--- config.mk ---
export PLATFORM = sky130hd
export DESIGN_NAME = kernel_pos_seq
export DESIGN_NICKNAME = d
export VERILOG_FILES = /design/src/rtl/kernel_pos_seq.sv
export SDC_FILE = /design/constraint.sdc
export NUM_CORES = 1
export LEC_CHECK = 0
export ABC_AREA = 1
export ABC_CLOCK_PERIOD_IN_PS = 1900
export CORE_ASPECT_RATIO = 1.25
export CORE_MARGIN = 4
export CORE_UTILIZATION = 45
export DETAILED_ROUTE_END_ITERATION = 10
export PLACE_DENSITY_LB_ADDON = 0.2
export SLEW_MARGIN = 20
export SYNTH_ARGS = -nofsm -noshare
export SYNTH_HDL_FRONTEND = slang
export SYNTH_SLANG_ARGS = --single-unit
--- constraint.sdc ---
create_clock -name clk -period 1.9 [get_ports clk]
set_input_delay 0.475 -clock clk [delete_from_list [all_inputs] [get_ports clk]]
set_output_delay 0.475 -clock clk [all_outputs]
set_load 0.01 [all_outputs]
--- src/rtl/kernel_pos_seq.sv ---
// Raster position sequencer for an IMG_W x IMG_H frame; each position carries a
// registered border code (select) for a downstream kernel weight mux. Optional stall counter: KSEQ_STALL_CNT_EN.
module kernel_pos_seq #(
    parameter int IMG_W = 8,
    parameter int IMG_H = 8
) (
    input  logic        clk,
    input  logic        rst,
    input  logic        start,
    input  logic        abort,
    input  logic        out_ready,
    output logic        out_valid,
    output logic [3:0]  select,
    output logic [7:0]  col,
    output logic [7:0]  row,
    output logic        last,
    output logic        busy,
`ifdef KSEQ_STALL_CNT_EN
    output logic        done,
    output logic [15:0] stall_cnt
`else
    output logic        done
`endif
);

    typedef enum logic [1:0] {IDLE, SCAN, DONE} state_t;

    localparam logic [7:0] COL_MAX = 8'(IMG_W - 1);
    localparam logic [7:0] ROW_MAX = 8'(IMG_H - 1);

    state_t     state, state_nxt;
    logic [7:0] col_nxt, row_nxt;
    logic [7:0] col_inc, row_inc;
    logic [3:0] sel_nxt;
    logic       last_nxt;
    logic       hs;

    function automatic logic [3:0] encode(input logic [7:0] c, input logic [7:0] r);
        logic c0, cl, r0, rl;
        c0 = (c == '0);
        cl = (c == COL_MAX);
        r0 = (r == '0);
        rl = (r == ROW_MAX);
        if (r0 && c0)      return 4'b0001;
        else if (r0 && cl) return 4'b0010;
        else if (rl && c0) return 4'b0011;
        else if (rl && cl) return 4'b0100;
        else if (cl)       return 4'b0101;
        else if (c0)       return 4'b0110;
        else if (r0)       return 4'b0111;
        else if (rl)       return 4'b1000;
        else               return 4'b0000;
    endfunction

    assign hs      = out_valid & out_ready;
    assign col_inc = (col == COL_MAX) ? 8'd0 : col + 8'd1;
    assign row_inc = (col == COL_MAX) ? row + 8'd1 : row;

    always_ff @(posedge clk or posedge rst) begin
        if (rst) begin
            state <= IDLE;
        end else begin
            state <= state_nxt;
        end
    end

    // Position registers are cleared whenever the FSM leaves SCAN so IDLE always shows reset values.
    always_comb begin
        state_nxt = state;
        col_nxt   = col;
        row_nxt   = row;
        sel_nxt   = select;
        last_nxt  = last;
        case (state)
            IDLE: begin
                if (start && !abort) begin
                    state_nxt = SCAN;
                    col_nxt   = 8'd0;
                    row_nxt   = 8'd0;
                    sel_nxt   = encode(8'd0, 8'd0);
                    last_nxt  = 1'b0;
                end
            end
            SCAN: begin
                if (abort || (hs && last)) begin
                    state_nxt = abort ? IDLE : DONE;
                    col_nxt   = 8'd0;
                    row_nxt   = 8'd0;
                    sel_nxt   = 4'b0000;
                    last_nxt  = 1'b0;
                end else if (hs) begin
                    col_nxt  = col_inc;
                    row_nxt  = row_inc;
                    sel_nxt  = encode(col_inc, row_inc);
                    last_nxt = (col_inc == COL_MAX) && (row_inc == ROW_MAX);
                end
            end
            DONE: begin
                state_nxt = IDLE;
            end
            default: begin
                state_nxt = IDLE;
                col_nxt   = 8'd0;
                row_nxt   = 8'd0;
                sel_nxt   = 4'b0000;
                last_nxt  = 1'b0;
            end
        endcase
    end

    always_ff @(posedge clk or posedge rst) begin
        if (rst) begin
            col    <= 8'd0;
            row    <= 8'd0;
            select <= 4'b0000;
            last   <= 1'b0;
        end else begin
            col    <= col_nxt;
            row    <= row_nxt;
            select <= sel_nxt;
            last   <= last_nxt;
        end
    end

    assign out_valid = (state == SCAN);
    assign busy      = (state != IDLE);
    assign done      = (state == DONE);

`ifdef KSEQ_STALL_CNT_EN
    always_ff @(posedge clk or posedge rst) begin
        if (rst) begin
            stall_cnt <= 16'd0;
        end else if (abort || (state == IDLE && start)) begin
            stall_cnt <= 16'd0;
        end else if (out_valid && !out_ready && stall_cnt != 16'hFFFF) begin
            stall_cnt <= stall_cnt + 16'd1;
        end
    end
`endif

endmodule

==> metrics, run 1 <==
area leader, netlist dfrtp_1; Die W 61.0 µm; post-layout util 78.5%; RePlAce Congestion 0.827; crit end category register; Slowest-stage cell, CP dfrtp_1; Synth-to-Final Area Change 62.9%; WP data required 2.09 ns; first-pass GRT wire length 7450 µm; status finished with violations; initial antenna violation count 0; Clock Tree Root clkbuf_8; flops & latches, synth 23; part of the Yosys area used for sequential elements 36.4%; Synth Area in XOR/XNOR 2.77%; period utilization 111%; critical path type register to register; clk_lat worst skew 0.27 ns; Synth Instances 228; area share of fa/ha/maj cells after synthesis 2.37%; Vias 1,859; first-pass detailed-route iteration total 5; vias in the first global route 1,738; worst hold slack 0.500 ns; post-DP HPWL 3230 µm; Yosys warnings 0; max-cap viol count 0; TritonCTS Sinks 23; Unique masters post-synth 25; final worst slack -0.208 ns; Post-route DRC 0; area occupied by multi-input gates 988 µm²; leading post-synthesis cells by cell area dfrtp_1 36%, nand2_1 17%, inv_1 7.4%, o21ai_0 5.7%, nor2_1 4.3%; most frequent cell after synthesis nand2_1; crit-path max FO 5; Post-Syn Area 1580 µm²; Comb pwr share 46.2%; max incr delay on CP 0.40 ns; startpoint types register; peak supply drop 802 µV; post-synthesis mux area share 0%; Post-synth top cells 70 x nand2_1, 31 x inv_1, 23 x dfrtp_1; largest family of logic cells by synthesized area simple AND/OR/NAND/NOR gates; core box area 3280 µm²; DR WL/cell 13.8 µm; RSZ-0062 raised after global routing true; PD cells 658 nW/µm²; H-tree lvl count 1; CTS tree yes; # setup viols final 5; relative slew slack 78.4%; CTS Buf Count 3; register area 579 µm²; total negative setup slack -0.677 ns; Switch Pwr 0.624 mW; Routed WL 4840 µm; die area 4530 µm²; Synth Flop Type dfrtp_1; sequential fraction of design power 35.4%; crit path DAT 2.29 ns; layout cell share with drive strength beyond 1 35.6%; Port Buffers 28; clock power share 18.5%; largest net degree at the start of global routing 24; starting density of the core 48.2%; Worst-path clk slew 0.08 ns; post-synthesis net count 236; Post-synth EDFFs 0; area fraction of the dominant cell type after synthesis 36.4%; Critical Path, Cell by Cell ha_4 > nand3_4 > nor2_4 > buf_12 > buf_12 > nand4_1 > nand2_2 > nand2_2 > nor2_4 > buf_4 > buf_6 > nand3_2 > o31ai_2; area fraction in compound gates after synthesis 11.8%; Worst Hold Class register to register; failing checks setup timing; leakage 1.28 nW; antenna-violating nets left 0; fill count 238; Global Route Usage Sum 21.9%; worst-margin pin slew 0.322 ns; # rows 23; die height 74.3 µm; post-layout minimum cycle time 2.11 ns; Syn Area/Cell 6.94 µm²; Fin Clk Skew 0.00229 ns; cell-internal power 1.07 mW; Final nets 324; Simple-Gate Fraction of Synth Area 37.4%; Hold Fails Final Rpt 0; I/O pin count 29; via-per-instance ratio 5.28; Net Sw Frac 36.8%; FMAX 474 MHz; FFs w/ async S/R, synth 100%; clock buffer depth 2; initial drt markers 113; GRT Residual Overflow 0; # diodes 0; Max Transition Viols Final 0
==> power groups by stage <==
stage / Clock (mW) / Combinational, mW / Sequential (mW)
after floorplan: 0 / 0.309 / 0.628
after global placement: 0 / 0.718 / 0.606
after detailed placement: 0 / 0.729 / 0.611
after CTS: 0.323 / 0.749 / 0.599
after global routing: 0.339 / 0.867 / 0.608
final: 0.313 / 0.782 / 0.599
==> kinds of logic (layout without fill, tap and decap cells) <==
| logic type | after synthesis | in the layout |
|---|---|---|
| DFF | 23 | 23 |
| AOI/OAI and AO/OA | 34 | 34 |
| and+or+nand+nor | 127 | 127 |
| xor gates and xnor gates | 5 | 5 |
| buffers and inverters | 36 | 123 |
| adders and majority gates | 3 | 3 |
==> what timing repair did <==
item / in CTS / in global routing
setup endpoints to repair: 8 / 23
pin swaps: 13 / 18
cloned: 1 / 0
gates resized for setup: 23 / 30
buffers inserted: 10 / 5
hold buffers: 0 / 0
==> worst paths after layout <==
check	startpoint	to	slack, ns	cells after the start
setup / recovery	col[0]	select[3]	-0.21	13
hold / removal	select[2]	select[2]	0.50	2
setup reg to reg	col[0]	select[3]	-0.21	13
hold reg to reg	select[2]	select[2]	0.50	2
max in group asynchronous	rst	row[2]	1.10	3
min in group asynchronous	rst	col[3]	0.54	3
==> layer usage <==
metal,wire [µm],GRT usage (%)
met5,0,0
met4,106,10.4
met3,181,1.74
met2,2640,38.4
met1,1920,26.6
==> critical path, delay by kind of cell, from the launching register on <==
kind	cells	cell delay, ns
buffers and inverters	4	0.44
DFF	1	0.40
and+or+nand+nor	7	0.78
AOI/OAI and AO/OA	1	0.21
adders and majority gates	1	0.17
==> through the flow <==
step | total power, mW | cell area, µm² | instances | setup slack, ns
floorplan | 0.937 | 1600 | 228 | 0.00881
global placement | 1.32 | 2240 | 332 | -0.109
detailed placement | 1.34 | 2240 | 332 | -0.243
CTS | 1.67 | 2450 | 347 | -0.0717
global route | 1.81 | 2580 | 352 | -0.307
finish | 1.69 | 2580 | 352 | -0.208
==> cells in the final DEF, fill, tap and decap left out, types with 2 or more instances in the layout <==
| master | synthesis | final |
|---|---|---|
| nand2_1 | 70 | 58 |
| buf_4 | 0 | 52 |
| inv_1 | 31 | 30 |
| clkdlybuf4s50_1 | 0 | 23 |
| dfrtp_1 | 23 | 20 |
| nand2_2 | 6 | 18 |
| nor2_1 | 18 | 13 |
| nand3_1 | 13 | 10 |
| o21ai_0 | 18 | 9 |
| o21ai_1 | 3 | 8 |
| o22ai_1 | 9 | 8 |
| nor2_4 | 3 | 7 |
| nor2_2 | 4 | 5 |
| nand3_2 | 3 | 5 |
| nand4_1 | 4 | 4 |
| o21ai_2 | 0 | 4 |
| nor3_1 | 4 | 3 |
| xnor2_1 | 3 | 3 |
| clkbuf_8 | 0 | 3 |
| dfrtp_2 | 0 | 3 |
| dlymetal6s2s_1 | 0 | 3 |
| buf_12 | 0 | 3 |
| buf_6 | 1 | 3 |
| a21oi_1 | 2 | 2 |
| inv_2 | 1 | 2 |
| nand3_4 | 1 | 2 |
| xor2_1 | 2 | 2 |
| ha_1 | 3 | 2 |
| dlygate4sd2_1 | 0 | 2 |
==> state kept, by name, indices dropped and copies added (netlist names) <==
| signal | cells |
|---|---|
| col | 8 |
| last | 1 |
| select | 4 |
| state | 2 |
| row | 8 |
==> final cells by class <==
class | count | share of cell area (%)
Clock buffer | 4 | 1.75
Inverter | 32 | 4.66
Multi-Input combinational cell | 169 | 38.4
Sequential cell | 23 | 22.5
Tap cell | 37 | 1.80
Timing Repair Buffer | 87 | 30.9
(Power assumes the default switching activity.)
==> run 2, diff against run 1 <==
--- a/config.mk
+++ b/config.mk
@@ -5,7 +5,6 @@
 export SDC_FILE = /design/constraint.sdc
 export NUM_CORES = 1
 export LEC_CHECK = 0
-export ABC_AREA = 1
 export ABC_CLOCK_PERIOD_IN_PS = 1900
 export CORE_ASPECT_RATIO = 1.25
 export CORE_MARGIN = 4
==> run 2 against run 1 <==
Effect of this change: clock power up 3%; critical endpoint is now select[0]; the run still ends with setup timing left; die area down 0.84%; combinational power down 69%; cell area down 4.0%; sequential cell count unchanged; first-iteration DRC count down 53%; setup slack worse by 0.085 ns.
==> metrics, run 2 <==
PD cells 439 nW/µm² (-33%); Fin Clk Skew 0.00277 ns (+0.000482 ns); via-per-instance ratio 5.79 (+9.7%); area fraction of the dominant cell type after synthesis 36.7% (+0.35 points); CP dominant cell by count or4_4; # rows 23 (unchanged); crit path DAT 2.40 ns (+0.11 ns); Post-Syn Area 1570 µm² (-0.95%); leading post-synthesis cells by cell area dfrtp_1 37%, o21ai_0 6.1%, nand2_1 5.8%, o31ai_1 4.8%, nand3_1 3.2%; FFs w/ async S/R, synth 100% (unchanged); Hold Fails Final Rpt 0 (unchanged); dpl cell area 2170 µm² (-3.1%); critical path type register to register; most frequent cells in the layout 42 x buf_4, 23 x nand2_1, 20 x dfrtp_1, 19 x clkdlybuf4s50_1, 17 x o21ai_0; CTS Buf Count 3 (unchanged); post-synthesis net count 196 (-17%); post-layout minimum cycle time 2.19 ns (+0.0849 ns); failing checks setup timing; Worst Hold Class register to register; die height 74.0 µm (-0.42%); most common cell after layout, fill and taps aside buf_4; Routed WL 5060 µm (+4.5%); largest net degree at the start of global routing 24 (unchanged); Unique masters post-synth 46 (+84%); initial drt markers 53 (-53%); peak supply drop 341 µV (-57%); hold path start select[3]; Global Route Usage Sum 23.4% (+1.5 points); Slowest-stage cell, CP or4_4; core box area 3280 µm² (unchanged); relative slew slack 75.4% (-3.0 points); die area 4490 µm² (-0.84%); layout cell share with drive strength beyond 1 36.2% (+0.63 points); Yosys warnings 0 (unchanged); Port Buffers 28 (unchanged); fill count 222 (-6.7%); post-cts hold buffer count 0 (unchanged); Post-synth EDFFs 0 (unchanged); first-pass GRT wire length 8070 µm (+8.2%); Die W 60.8 µm (-0.42%); period utilization 115% (+4.5 points); max incr delay on CP 0.55 ns (+0.15 ns); total negative setup slack -0.548 ns (+0.129 ns); # setup viols final 6 (+1); WP data required 2.11 ns (+0.02 ns); crit-path max FO 2 (-3); max-cap viol count 0 (unchanged); WP buf/inv 0 (-4); leakage 1.15 nW (-10%); Synth-to-Final Area Change 57.8%; initial antenna violation count 0 (unchanged); Synth Instances 188 (-18%); Post-route DRC 0 (unchanged); Setup crit start row[4]; status finished with violations; Critical Path, Cell by Cell or4_4 > o32ai_2 > mux2i_1 > or4_4 > o311ai_1 > o311a_1; starting density of the core 47.7% (-0.46 points); vias in the first global route 1,735 (-0.17%); Largest regs col (8), row (8), select (4); area leader, netlist dfrtp_1; Max Transition Viols Final 0 (unchanged); I/O pin count 29 (unchanged); worst-margin pin slew 0.366 ns (+0.0440 ns); flops & latches, synth 23 (unchanged); delay-heaviest family, CP simple AND/OR/NAND/NOR gates; clock buffer depth 2 (unchanged); Vias 1,703 (-8.4%); Synth Flop Type dfrtp_1; Syn Area/Cell 8.33 µm² (+20%); RSZ-0062 raised after global routing true; FMAX 456 MHz (-3.9%); Clock Tree Root clkbuf_8; Worst-path clk slew 0.09 ns (about the same); reg2reg start row[4]; Post-synth top cells 24 x nand2_1, 23 x dfrtp_1, 19 x o21ai_0; part of the Yosys area used for sequential elements 36.7% (+0.35 points); H-tree lvl count 1 (unchanged); area occupied by multi-input gates 1080 µm² (+9.7%); crit end category register; RePlAce Congestion 0.859 (+3.9%); post-DP HPWL 3380 µm (+4.7%); final worst slack -0.293 ns (-0.0849 ns); TritonCTS Sinks 23 (unchanged); first-pass detailed-route iteration total 4 (-1); Final nets 266 (-18%); startpoint types register; GRT Residual Overflow 0 (unchanged); CTS tree yes; most frequent cell after synthesis nand2_1; clk_lat worst skew 0.27 ns (about the same); antenna-violating nets left 0 (unchanged); DR WL/cell 17.2 µm (+25%); post-route cell area 2470 µm² (-4.0%); # diodes 0 (unchanged); register area 579 µm² (unchanged)
[run 2: layer usage]
| layer | track usage (%) | share of wire (%) | vias to the layer above |
|---|---|---|---|
| li1 | - | - | 824 |
| met1 | 28.3 | 41 | 819 |
| met2 | 42.6 | 54 | 52 |
| met3 | 2.26 | 3.7 | 8 |
| met4 | 7.71 | 1.8 | 0 |
| met5 | 0 | 0 | - |
[run 2: final cells by class]
| type | count | area share [%] |
|---|---|---|
| flip-flops and latches | 23 | 23.4 |
| inverters | 7 | 1.06 |
| repair buffers | 77 | 27.9 |
| well taps | 37 | 1.87 |
| multi-input cells | 146 | 43.9 |
| clock buffers | 4 | 1.82 |
[run 2: cells by family after synthesis]
logic type      count (synthesis)  share of synthesized area, %
flops                          23                          36.7
buf+inv                        19                          5.83
fa+ha+maj                       4                          3.04
mux                             3                          2.00
compound gates                 48                          20.1
simple gates                   87                          30.0
xor+xnor                        4                          2.24
[run 2: power breakdown]
part | total (mW) | switching, mW | internal [mW]
combinational | 0.241 | 0.124 | 0.118
clock | 0.322 | 0.172 | 0.150
sequential | 0.523 | 0.0153 | 0.507
[run 2: per-stage QoR]
stage	utilization, %	hold slack, ns	std cells	setup slack, ns	power, mW
2_1_floorplan	-	0.477	188	-0.234	0.643
3_3_place_gp	66.2	0.455	283	-0.627	0.745
3_5_place_dp	66.2	0.464	283	-0.731	0.754
4_1_cts	70.7	0.483	289	-0.220	1.07
5_1_grt	75.4	0.527	294	-0.339	1.13
6_report	75.4	0.478	294	-0.293	1.09
[run 2: path summary, 6_finish.rpt]
| kind | endpoint | slack [ns] | depth (start not counted) |
|---|---|---|---|
| max reg2reg | select[0] | -0.29 | 6 |
| min in group asynchronous | select[3] | 0.56 | 3 |
| min | select[3] | 0.48 | 2 |
| max in group asynchronous | col[0] | 1.08 | 3 |
| min reg2reg | select[3] | 0.48 | 2 |
| max | select[0] | -0.29 | 6 |
[run 2: repair_timing]
action	4_1_cts	5_1_grt
hold endpoints to repair	0	0
setup endpoints to repair	24	16
gates resized for setup	27	30
buffers inserted	2	6
pin swaps	12	12
[run 2: worst min-delay path, cell delays in order, from the launching register on]
cell,delay (ns)
dfrtp_1,0.35
nand2_1,0.05
nand2_1,0.05
==> run 3, diff against run 2 <==
--- a/config.mk
+++ b/config.mk
@@ -6,6 +6,7 @@
 export NUM_CORES = 1
 export LEC_CHECK = 0
 export ABC_CLOCK_PERIOD_IN_PS = 1900
+export CAP_MARGIN = 25
 export CORE_ASPECT_RATIO = 1.25
 export CORE_MARGIN = 4
 export CORE_UTILIZATION = 45
==> results of run 3 <==
Final layout, timing and power as in run 2 (identical DEF).
